**config.mk**
```make
export PLATFORM = sky130hd
export DESIGN_NAME = stack_mem_unit
export DESIGN_NICKNAME = d
export VERILOG_FILES = /design/src/rtl/stack_mem_unit_pkg.sv /design/src/rtl/stack_mem_unit_stack_ptr.sv /design/src/rtl/stack_mem_unit.sv
export SDC_FILE = /design/constraint.sdc
export NUM_CORES = 1
export LEC_CHECK = 0
export BUFFER_PORTS_ARGS = -buffer_cell sky130_fd_sc_hd__buf_2
export CAP_MARGIN = 40
export CORE_ASPECT_RATIO = 1.2
export CORE_UTILIZATION = 45
export CTS_CLUSTER_DIAMETER = 200
export DETAILED_ROUTE_END_ITERATION = 7
export PLACE_DENSITY = 0.73
export SLEW_MARGIN = 20
export SYNTH_ARGS = -nofsm -noshare
export SYNTH_HDL_FRONTEND = slang
export SYNTH_SLANG_ARGS = --single-unit
```
**constraint.sdc**
```tcl
create_clock -name clk -period 3.45 [get_ports clk]
set_input_delay 0.5175 -clock clk [delete_from_list [all_inputs] [get_ports clk]]
set_output_delay 0.5175 -clock clk [all_outputs]
set_load 0.005 [all_outputs]
```
**src/rtl/stack_mem_unit_pkg.sv**
```systemverilog
// stack_mem_unit_pkg: shared encodings for the memory-stage stack unit
package stack_mem_unit_pkg;
   localparam int FLAG_W = 3;
   localparam int MC_RE = 6;
   localparam int MC_WE = 5;
   localparam int MC_AS = 3;
   localparam logic [1:0] POP_DATA = 2'b00;
   localparam logic [1:0] POP_PC_L = 2'b10;
   localparam logic [1:0] POP_PC_H = 2'b11;
   typedef enum logic [1:0] {AS_EA = 2'b00, AS_EA_ALT = 2'b01, AS_POP = 2'b10, AS_PUSH = 2'b11} addr_sel_e;
   typedef enum logic [2:0] {
      DS_STD = 3'b000, DS_SRC = 3'b001, DS_FLAGS = 3'b010, DS_PC_CUR_L = 3'b011,
      DS_PC_CUR_H = 3'b100, DS_PC_NXT_L = 3'b101, DS_PC_NXT_H = 3'b110, DS_BAD = 3'b111
   } data_sel_e;
   typedef enum logic {ST_IDLE, ST_WAIT} state_e;
endpackage

```
**src/rtl/stack_mem_unit_stack_ptr.sv**
```systemverilog
// stack_ptr: stack pointer register with overflow/underflow compares
module stack_ptr #(
   parameter int ADDR_W = 20,
   parameter logic [ADDR_W-1:0] SP_RESET = '1,
   parameter logic [ADDR_W-1:0] SP_LIMIT = SP_RESET - ADDR_W'(1023)
) (
   input  logic              clk,
   input  logic              rst,
   input  logic              inc,
   input  logic              dec,
   output logic [ADDR_W-1:0] sp,
   output logic              overflow,
   output logic              underflow
);
   assign overflow = sp < SP_LIMIT;
   assign underflow = sp == SP_RESET;
   // push decrements, pop increments, only on a completed transfer
   always_ff @(posedge clk)
      sp <= rst ? SP_RESET : dec ? sp - ADDR_W'(1) : inc ? sp + ADDR_W'(1) : sp;
endmodule

```
**src/rtl/stack_mem_unit.sv**
```systemverilog
// stack_mem_unit: memory-stage executor for loads/stores, push/pop and call/return stack sequences
module stack_mem_unit
   import stack_mem_unit_pkg::*;
#(
   parameter int DATA_W = 16,
   parameter int ADDR_W = 20,
   parameter int PC_W = 2 * DATA_W,
   parameter logic [ADDR_W-1:0] SP_RESET = '1,
   parameter logic [ADDR_W-1:0] SP_LIMIT = SP_RESET - ADDR_W'(1023)
) (
   input  logic              clk,
   input  logic              rst,
   input  logic [6:0]        mem_ctrl,
   input  logic              sp_wr,
   input  logic              flags_wb,
   input  logic [1:0]        pop_l_h,
   input  logic [ADDR_W-1:0] alu_result,
   input  logic [DATA_W-1:0] src_data,
   input  logic [FLAG_W-1:0] flags_in,
   input  logic [PC_W-1:0]   pc_cur,
   input  logic [PC_W-1:0]   pc_next,
   input  logic [DATA_W-1:0] mem_rdata,
   input  logic              mem_ready,
   output logic [ADDR_W-1:0] mem_addr,
   output logic [DATA_W-1:0] mem_wdata,
   output logic              mem_re,
   output logic              mem_we,
   output logic              stall,
   output logic [DATA_W-1:0] load_data,
   output logic              load_valid,
   output logic [PC_W-1:0]   ret_pc,
   output logic              ret_pc_valid,
   output logic [FLAG_W-1:0] flags_restore,
   output logic              flags_restore_valid,
   output logic [ADDR_W-1:0] sp,
   output logic              stack_fault
);
   state_e state, state_nx;
   addr_sel_e asel;
   data_sel_e dsel;
   logic rd_i, wr_i, is_push, is_pop, ovf, unf, d_re, d_we, d_bad;
   logic [ADDR_W-1:0] d_addr, h_addr;
   logic [DATA_W-1:0] d_wdata, h_wdata, rdata, low_half;
   logic h_re, h_we, h_sp_wr, h_flags_wb, c_sp_wr, c_flags_wb;
   logic [1:0] h_pop_l_h, c_pop_l_h;
   logic done, rd_done, r_flag, r_lo, r_hi, r_data, half_full, overflow, underflow;

   stack_ptr #(.ADDR_W(ADDR_W), .SP_RESET(SP_RESET), .SP_LIMIT(SP_LIMIT)) u_sp (
      .clk(clk), .rst(rst),
      .inc(done && mem_re && c_sp_wr), .dec(done && mem_we && c_sp_wr),
      .sp(sp), .overflow(overflow), .underflow(underflow)
   );

   // decode the incoming control word into a candidate request and its fault conditions
   always_comb begin
      rd_i = mem_ctrl[MC_RE];
      wr_i = mem_ctrl[MC_WE];
      asel = addr_sel_e'(mem_ctrl[MC_AS +: 2]);
      dsel = data_sel_e'(mem_ctrl[2:0]);
      is_push = wr_i && !rd_i && asel == AS_PUSH;
      is_pop = rd_i && !wr_i && asel == AS_POP;
      ovf = is_push && overflow;
      unf = is_pop && underflow;
      d_addr = asel == AS_POP ? sp + ADDR_W'(1) : asel == AS_PUSH ? sp : alu_result;
      d_re = rd_i && !wr_i && !unf;
      d_we = wr_i && !rd_i && !ovf;
      d_bad = (rd_i && wr_i) || ovf || unf || (wr_i && !rd_i && dsel == DS_BAD);
   end

   // write-data source select
   always_comb begin
      d_wdata = '0;
      case (dsel)
         DS_STD, DS_SRC: d_wdata = src_data;
         DS_FLAGS:       d_wdata = DATA_W'(flags_in);
         DS_PC_CUR_L:    d_wdata = pc_cur[DATA_W-1:0];
         DS_PC_CUR_H:    d_wdata = pc_cur[PC_W-1:DATA_W];
         DS_PC_NXT_L:    d_wdata = pc_next[DATA_W-1:0];
         DS_PC_NXT_H:    d_wdata = pc_next[PC_W-1:DATA_W];
         default:        d_wdata = '0;
      endcase
   end

   // state register
   always_ff @(posedge clk)
      state <= rst ? ST_IDLE : state_nx;

   // stay in WAIT exactly while the active request is unanswered
   always_comb
      state_nx = stall ? ST_WAIT : ST_IDLE;

   // drive the live request in IDLE, the captured one in WAIT; reset drops it at once
   always_comb begin
      mem_re = !rst && (state == ST_WAIT ? h_re : d_re);
      mem_we = !rst && (state == ST_WAIT ? h_we : d_we);
      mem_addr = state == ST_WAIT ? h_addr : d_addr;
      mem_wdata = state == ST_WAIT ? h_wdata : d_wdata;
      c_sp_wr = state == ST_WAIT ? h_sp_wr : sp_wr;
      c_flags_wb = state == ST_WAIT ? h_flags_wb : flags_wb;
      c_pop_l_h = state == ST_WAIT ? h_pop_l_h : pop_l_h;
      stall = (mem_re || mem_we) && !mem_ready;
      done = (mem_re || mem_we) && mem_ready;
      rd_done = (mem_re && mem_ready) || (state == ST_IDLE && unf && !rst);
      rdata = mem_re ? mem_rdata : '0;
      r_flag = c_flags_wb;
      r_lo = !c_flags_wb && c_pop_l_h == POP_PC_L;
      r_hi = !c_flags_wb && c_pop_l_h == POP_PC_H;
      r_data = !r_flag && !r_lo && !r_hi;
   end

   // capture the request while idle so it stays stable through wait states
   always_ff @(posedge clk)
      if (rst) begin
         {h_re, h_we, h_sp_wr, h_flags_wb} <= '0;
         h_pop_l_h <= POP_DATA;
         h_addr <= '0;
         h_wdata <= '0;
      end else if (state == ST_IDLE) begin
         {h_re, h_we, h_sp_wr, h_flags_wb} <= {d_re, d_we, sp_wr, flags_wb};
         h_pop_l_h <= pop_l_h;
         h_addr <= d_addr;
         h_wdata <= d_wdata;
      end

   // route completed reads to load, flag or return-PC results and track sticky faults
   always_ff @(posedge clk)
      if (rst) begin
         {load_valid, ret_pc_valid, flags_restore_valid, half_full, stack_fault} <= '0;
         load_data <= '0;
         ret_pc <= '0;
         flags_restore <= '0;
         low_half <= '0;
      end else begin
         load_valid <= rd_done && r_data;
         ret_pc_valid <= rd_done && r_hi && half_full;
         flags_restore_valid <= rd_done && r_flag;
         if (rd_done && r_data) load_data <= rdata;
         if (rd_done && r_flag) flags_restore <= rdata[FLAG_W-1:0];
         if (rd_done && r_lo) begin
            low_half <= rdata;
            half_full <= 1'b1;
         end
         if (rd_done && r_hi && half_full) begin
            ret_pc <= {rdata, low_half};
            half_full <= 1'b0;
         end
         stack_fault <= stack_fault || (state == ST_IDLE && d_bad) || (rd_done && r_hi && !half_full);
      end
endmodule

```
==> results.toml, run 1 <==
[placement]
gp_congestion = 0.861
place.port_buffers = 246
dpl-instance-area_mm2 = 0.00831
place.detailed.hpwl_um = 15800

[sta]
setup_tns_ns = 0
hold_viol_final = 0
fin_crit_sh = 0.950
setup_violations = 0
min_period_ns = 3.28
final.setup_skew_ns = 0.00847
tightestPinTransition_ns = 0.795
max_freq_mhz = 305
worst_slew_margin_rel = 0.470
drv_slew = 0

[clock_network]
htree_levels = 4
clock_latency_ns = 0.42
cts_tree = "yes"
cts.sinks = 135
clk_pin_slew_ns = 0.07
cts_setup_buffers = 0
clk_path_buf_depth = 2
root_buffer = "clkbuf_16"
cts_buffers = 17

[synth]
seq_area_frac_synth = 0.386
synth.area.top_cells = "dfxtp_1 39%, mux2i_1 9.2%, nand2_1 5.9%, a21oi_1 5.6%, and2_1 4.7%"
synth_top_cell_by_area = "dfxtp_1"
synth_top_area_frac = 0.386
yosysWarningCount = 0
async_flop_share = 0
synth.distinct_cells = 69
synthCells = 854
ys_seq_elements = 135
syn_area_per_cell_um2 = 8.19
syn_area_mm2 = 0.00699
synth_flop_cell = "dfxtp_1"
synthTopCellsByCount = "135 x dfxtp_1, 110 x nand2_1, 79 x nor2_1, 78 x a21oi_1, 64 x mux2i_1"
synth_edf_count = 0
synth.most_common_cell = "dfxtp_1"
synthesis.nets = 989

[setup_path]
crit_type = "reg2out"
required_ns = 2.93
path_cells = "ha_1 > nand4_4 > or2_1 > o41ai_4 > inv_2 > nor2_1 > nor2_1 > buf_2"
crit_path_max_incr_delay_ns = 0.50
crit_buf_inv = 2
cpMostUsedCell = "nor2_1"
worstPathMaxFanout = 10
cp_top_family = "simple AND/OR/NAND/NOR gates"
cp-end-kind = "output pin"
cpMaxStageDelayCell = "dfxtp_1"
critical_path_arrival_ns = 2.76
start_kind = "flip-flop"

[power]
power_density_mw_per_mm2 = 493
vdd_drop_max_mv = 0.318
leakage_uw = 0.00403
finalPower_uw = 4400

[global_routing]
grt_overflow_total = 0
antenna_found_initial = 2
track_usage = 0.266
grt_pass1_wl_um = 33200
grt_pass1_vias = 6515
grt_max_degree = 56

[min_path]
hold_class = "in2reg"

[die]
io_pins = 247
rows = 49
die_h_um = 139
die_width_um = 116
die-area_mm2 = 0.0160
core_mm2 = 0.0151
start_util = 0.464

[detailed_routing]
viasPerCell = 5.41
totalWireLength_um = 21500
drc = 0
drt-wirelength-per-cell_um = 16.7
dr.pass1.iters = 5
num_vias = 6969
drt-initial-drc-count = 526
ant_nets = 0

[flow_run]
cap_violations = 0

[layout]
fin_nets = 1205
nFillCells = 1410
stdcell_area_mm2 = 0.00893
areaGrowthSynthToFinish_pct = 27.7
drive_gt1_frac = 0.305

[run_status]
status = "finished, final reports clean"
[worst paths after layout]
check                             to  cells past startpoint  slack (ns)                 startpoint
min                 state$_SDFF_PP0_                      2        0.32                  mem_ready
max reg2reg  u_sp.sp[6]$_SDFFE_PP1P_                     10        0.48    u_sp.sp[1]$_SDFFE_PP1P_
max                            stall                      8        0.17    u_sp.sp[1]$_SDFFE_PP1P_
min reg2reg  ret_pc[15]$_SDFFE_PP0P_                      2        0.45  low_half[15]$_SDFFE_PP0P_
[repair_timing]
item	CTS	global route
endpoints found under the hold margin	0	0
resized for setup	0	2
hold buffers	0	0
endpoints found under the setup margin	0	4
[routing by layer]
| metal | GRT usage | share of wire | up-vias |
|---|---|---|---|
| met2 | 0.443 | 0.48 | 286 |
| li1 | - | - | 3424 |
| met1 | 0.315 | 0.42 | 3223 |
| met4 | 0.126 | 0.028 | 0 |
| met5 | 0 | 0 | - |
| met3 | 0.0695 | 0.072 | 36 |
[cells by family (layout without fill, tap and decap cells)]
group	count (synthesis)	after routing	synth area share
AO/OA/AOI/OAI	198	198	0.180
buffers and inverters	85	314	0.0569
other	0	2	0
adder cells (fa/ha/maj)	2	2	0.00358
XOR/XNOR	21	21	0.0263
multiplexers	66	66	0.0948
flip-flops	135	135	0.386
AND/OR/NAND/NOR	347	347	0.252
[final cells by class]
| class | count | area, µm² | share of cell area |
|---|---|---|---|
| multi-input combinational | 634 | 3900 | 0.437 |
| sequential | 135 | 2710 | 0.303 |
| timing repair buffer | 267 | 1400 | 0.157 |
| clock buffer | 17 | 425 | 0.0476 |
| tap | 204 | 255 | 0.0286 |
| clock inverter | 15 | 183 | 0.0205 |
| inverter | 15 | 56.3 | 0.00630 |
| antenna | 2 | 5.00 | 0.000560 |
[sequential cells by signal, summed over array words and instances (netlist names), 2 cells and up]
name           flops
h_pop_l_h          2
u_sp.sp           20
h_addr            20
low_half          16
load_data         16
ret_pc            32
flags_restore      3
h_wdata           16
[cell usage in the layout, fill, tap and decap left out, types with 7 or more instances in the layout]
| master | n |
|---|---|
| buf_2 | 246 |
| dfxtp_1 | 133 |
| nand2_1 | 110 |
| nor2_1 | 79 |
| a21oi_1 | 78 |
| mux2i_1 | 64 |
| and2_1 | 52 |
| o21ai_0 | 45 |
| a22oi_1 | 20 |
| buf_4 | 20 |
| clkbuf_16 | 17 |
| a221oi_1 | 14 |
| or3_1 | 14 |
| inv_1 | 12 |
| xor2_1 | 12 |
| nand3_1 | 12 |
| nor3_1 | 11 |
| nand4_1 | 10 |
| nor2b_1 | 10 |
| xnor2_1 | 9 |
| and2_2 | 9 |
| nor4_1 | 7 |
[metrics by stage]
stage / util / cells / worst slack, ns / hold WS [ns]
floorplan: - / 854 / 0.970 / 0.432
global placement: 0.550 / 1254 / 0.567 / 0.439
detailed placement: 0.551 / 1255 / 0.531 / 0.443
CTS: 0.591 / 1287 / 0.0448 / 0.302
global route: 0.592 / 1289 / -0.00965 / 0.320
finish: 0.592 / 1289 / 0.172 / 0.321
[power by group]
part | internal (µW) | switching, µW | total, µW | leakage [µW]
clock | 980 | 833 | 1810 | 0.000292
combinational | 390 | 506 | 895 | 0.00264
sequential | 1630 | 59.0 | 1690 | 0.00110
total | 3000 | 1400 | 4400 | 0.00403
(Power assumes the default switching activity.)
==> run 2, diff against run 1 <==
--- a/config.mk
+++ b/config.mk
@@ -5,7 +5,7 @@
 export SDC_FILE = /design/constraint.sdc
 export NUM_CORES = 1
 export LEC_CHECK = 0
-export BUFFER_PORTS_ARGS = -buffer_cell sky130_fd_sc_hd__buf_2
+export BUFFER_PORTS_ARGS = -buffer_cell sky130_fd_sc_hd__buf_4
 export CAP_MARGIN = 40
 export CORE_ASPECT_RATIO = 1.2
 export CORE_UTILIZATION = 45
==> results.toml, run 2 (same netlist as run 1, synthesis figures left out) <==
[run_status]
status = "finished, final reports clean"

[layout]
final_cell_mix = "267 x buf_4, 134 x dfxtp_1, 110 x nand2_1, 79 x nor2_1, 78 x a21oi_1"
final_common_cell = "buf_4"
layoutNonFillerInstCount = 1288
areaGrowthSynthToFinish_pct = 36.2
stdcell_area_mm2 = 0.00952
diodes = 0
top_register = "ret_pc"
final_core_util = 0.631
nFillCells = 1364
largest_register_ffs = 32
fin_nets = 1206
drive_gt1_frac = 0.305
largestRegisters = "ret_pc x32, h_addr x20, u_sp.sp x20"

[placement]
gp_congestion = 0.896
dpl-instance-area_mm2 = 0.00893
post-place-ws_ns = 0.480
place.detailed.hpwl_um = 16000
place.port_buffers = 246
post-place-cells = 1256

[sta]
final.setup_skew_ns = 0.0101
setup_slack_ns = 0.244
hold_viol_final = 0
drv_slew = 0
setup_violations = 0
fin_crit_sh = 0.929
rsz0062_at_grt = "false"
tightestPinTransition_ns = 0.709
max_freq_mhz = 312
min_period_ns = 3.21
worst_slew_margin_rel = 0.523
setup_tns_ns = 0

[clock_network]
clk_pin_slew_ns = 0.07
root_buffer = "clkbuf_16"
cts_tree = "yes"
clock_latency_ns = 0.43
cts_setup_buffers = 0
htree_levels = 4
cts_buffers = 17
cts.sinks = 135
hold_buffers = 0
clk_path_buf_depth = 2

[global_routing]
grt_max_degree = 68
antenna_found_initial = 0
grt_overflow_total = 0
track_usage = 0.270
grt_pass1_vias = 6528
grt_pass1_wl_um = 33500

[die]
start_util = 0.464
die_width_um = 116
core_mm2 = 0.0151
die-area_mm2 = 0.0160
io_pins = 247
rows = 49
die_h_um = 139

[detailed_routing]
viasPerCell = 5.42
totalWireLength_um = 21900
ant_nets = 0
dr.pass1.iters = 5
drc = 0
drt-wirelength-per-cell_um = 17.0
drt-initial-drc-count = 596
num_vias = 6986

[setup_path]
critical_path_arrival_ns = 2.69
start_kind = "flip-flop"
required_ns = 2.93
setup.reg_to_reg.worst_slack_ns = 0.58
crit_type = "reg2out"
worstPathMaxFanout = 10
cp-end-kind = "output pin"

[flow_run]
cap_violations = 0

[power]
vdd_drop_max_mv = 0.293
power_density_mw_per_mm2 = 472
leakage_uw = 0.00420

[min_path]
hold_class = "in2reg"
==> run 2: cell types whose count changed in the layout (fill, tap and decap cells not counted) <==
cell / change
buf_2: -246
buf_4: +247
bufinv_16: +1
clkinv_2: +1
clkinv_4: +1
clkinv_8: -6
clkinvlp_4: +1
dfxtp_1: +1
dfxtp_2: -1
diode_2: -2
inv_6: +1
inv_8: +1
or2_1: -1
or2_4: +1
==> run 2: final timing paths <==
path                            startpoint                 endpoint  depth (start not counted)
setup / recovery   u_sp.sp[1]$_SDFFE_PP1P_                    stall                          8
setup reg to reg   u_sp.sp[1]$_SDFFE_PP1P_  u_sp.sp[6]$_SDFFE_PP1P_                         10
hold reg to reg   low_half[0]$_SDFFE_PP0P_   ret_pc[0]$_SDFFE_PP0P_                          2
hold / removal                   mem_ready         state$_SDFF_PP0_                          2
==> run 2: layer usage <==
metal  up-vias  wire (µm)  track usage
li1       3432          -            -
met1      3229       8830        0.319
met2       285      10500        0.445
met3        40       2000       0.0787
met4         0        613        0.122
met5         -          0            0
==> run 2: critical path: stages, from the launching register on <==
cell and delay [ns]:
dfxtp_1 0.50, ha_1 0.32, nand4_4 0.17, or2_4 0.37, o41ai_4 0.42, inv_2 0.07
nor2_1 0.20, nor2_1 0.06, buf_4 0.14
==> run 2: layout make-up <==
| type | count | area [µm²] | area share |
|---|---|---|---|
| Clock inverter | 15 | 156 | 0.0164 |
| Inverter | 15 | 56.3 | 0.00591 |
| Clock buffer | 17 | 425 | 0.0447 |
| Tap cell | 204 | 255 | 0.0268 |
| Timing Repair Buffer | 268 | 2020 | 0.213 |
| Multi-Input combinational cell | 634 | 3900 | 0.410 |
| Sequential cell | 135 | 2700 | 0.284 |
==> run 2: timing repair <==
action	CTS	global route
endpoints found under the setup margin	0	3
gates resized for setup	0	2
endpoints found under the hold margin	0	0
==> run 2: stage by stage <==
step | total power (µW) | hold slack (ns)
floorplan | 2290 | 0.432
global placement | 2710 | 0.439
detailed placement | 2720 | 0.445
CTS | 4520 | 0.251
global route | 4690 | 0.262
finish | 4500 | 0.265
==> run 2: power by group <==
group          switching (µW)  internal [µW]
sequential               55.0           1630
clock                     781           1020
combinational             521            487
total                    1360           3140
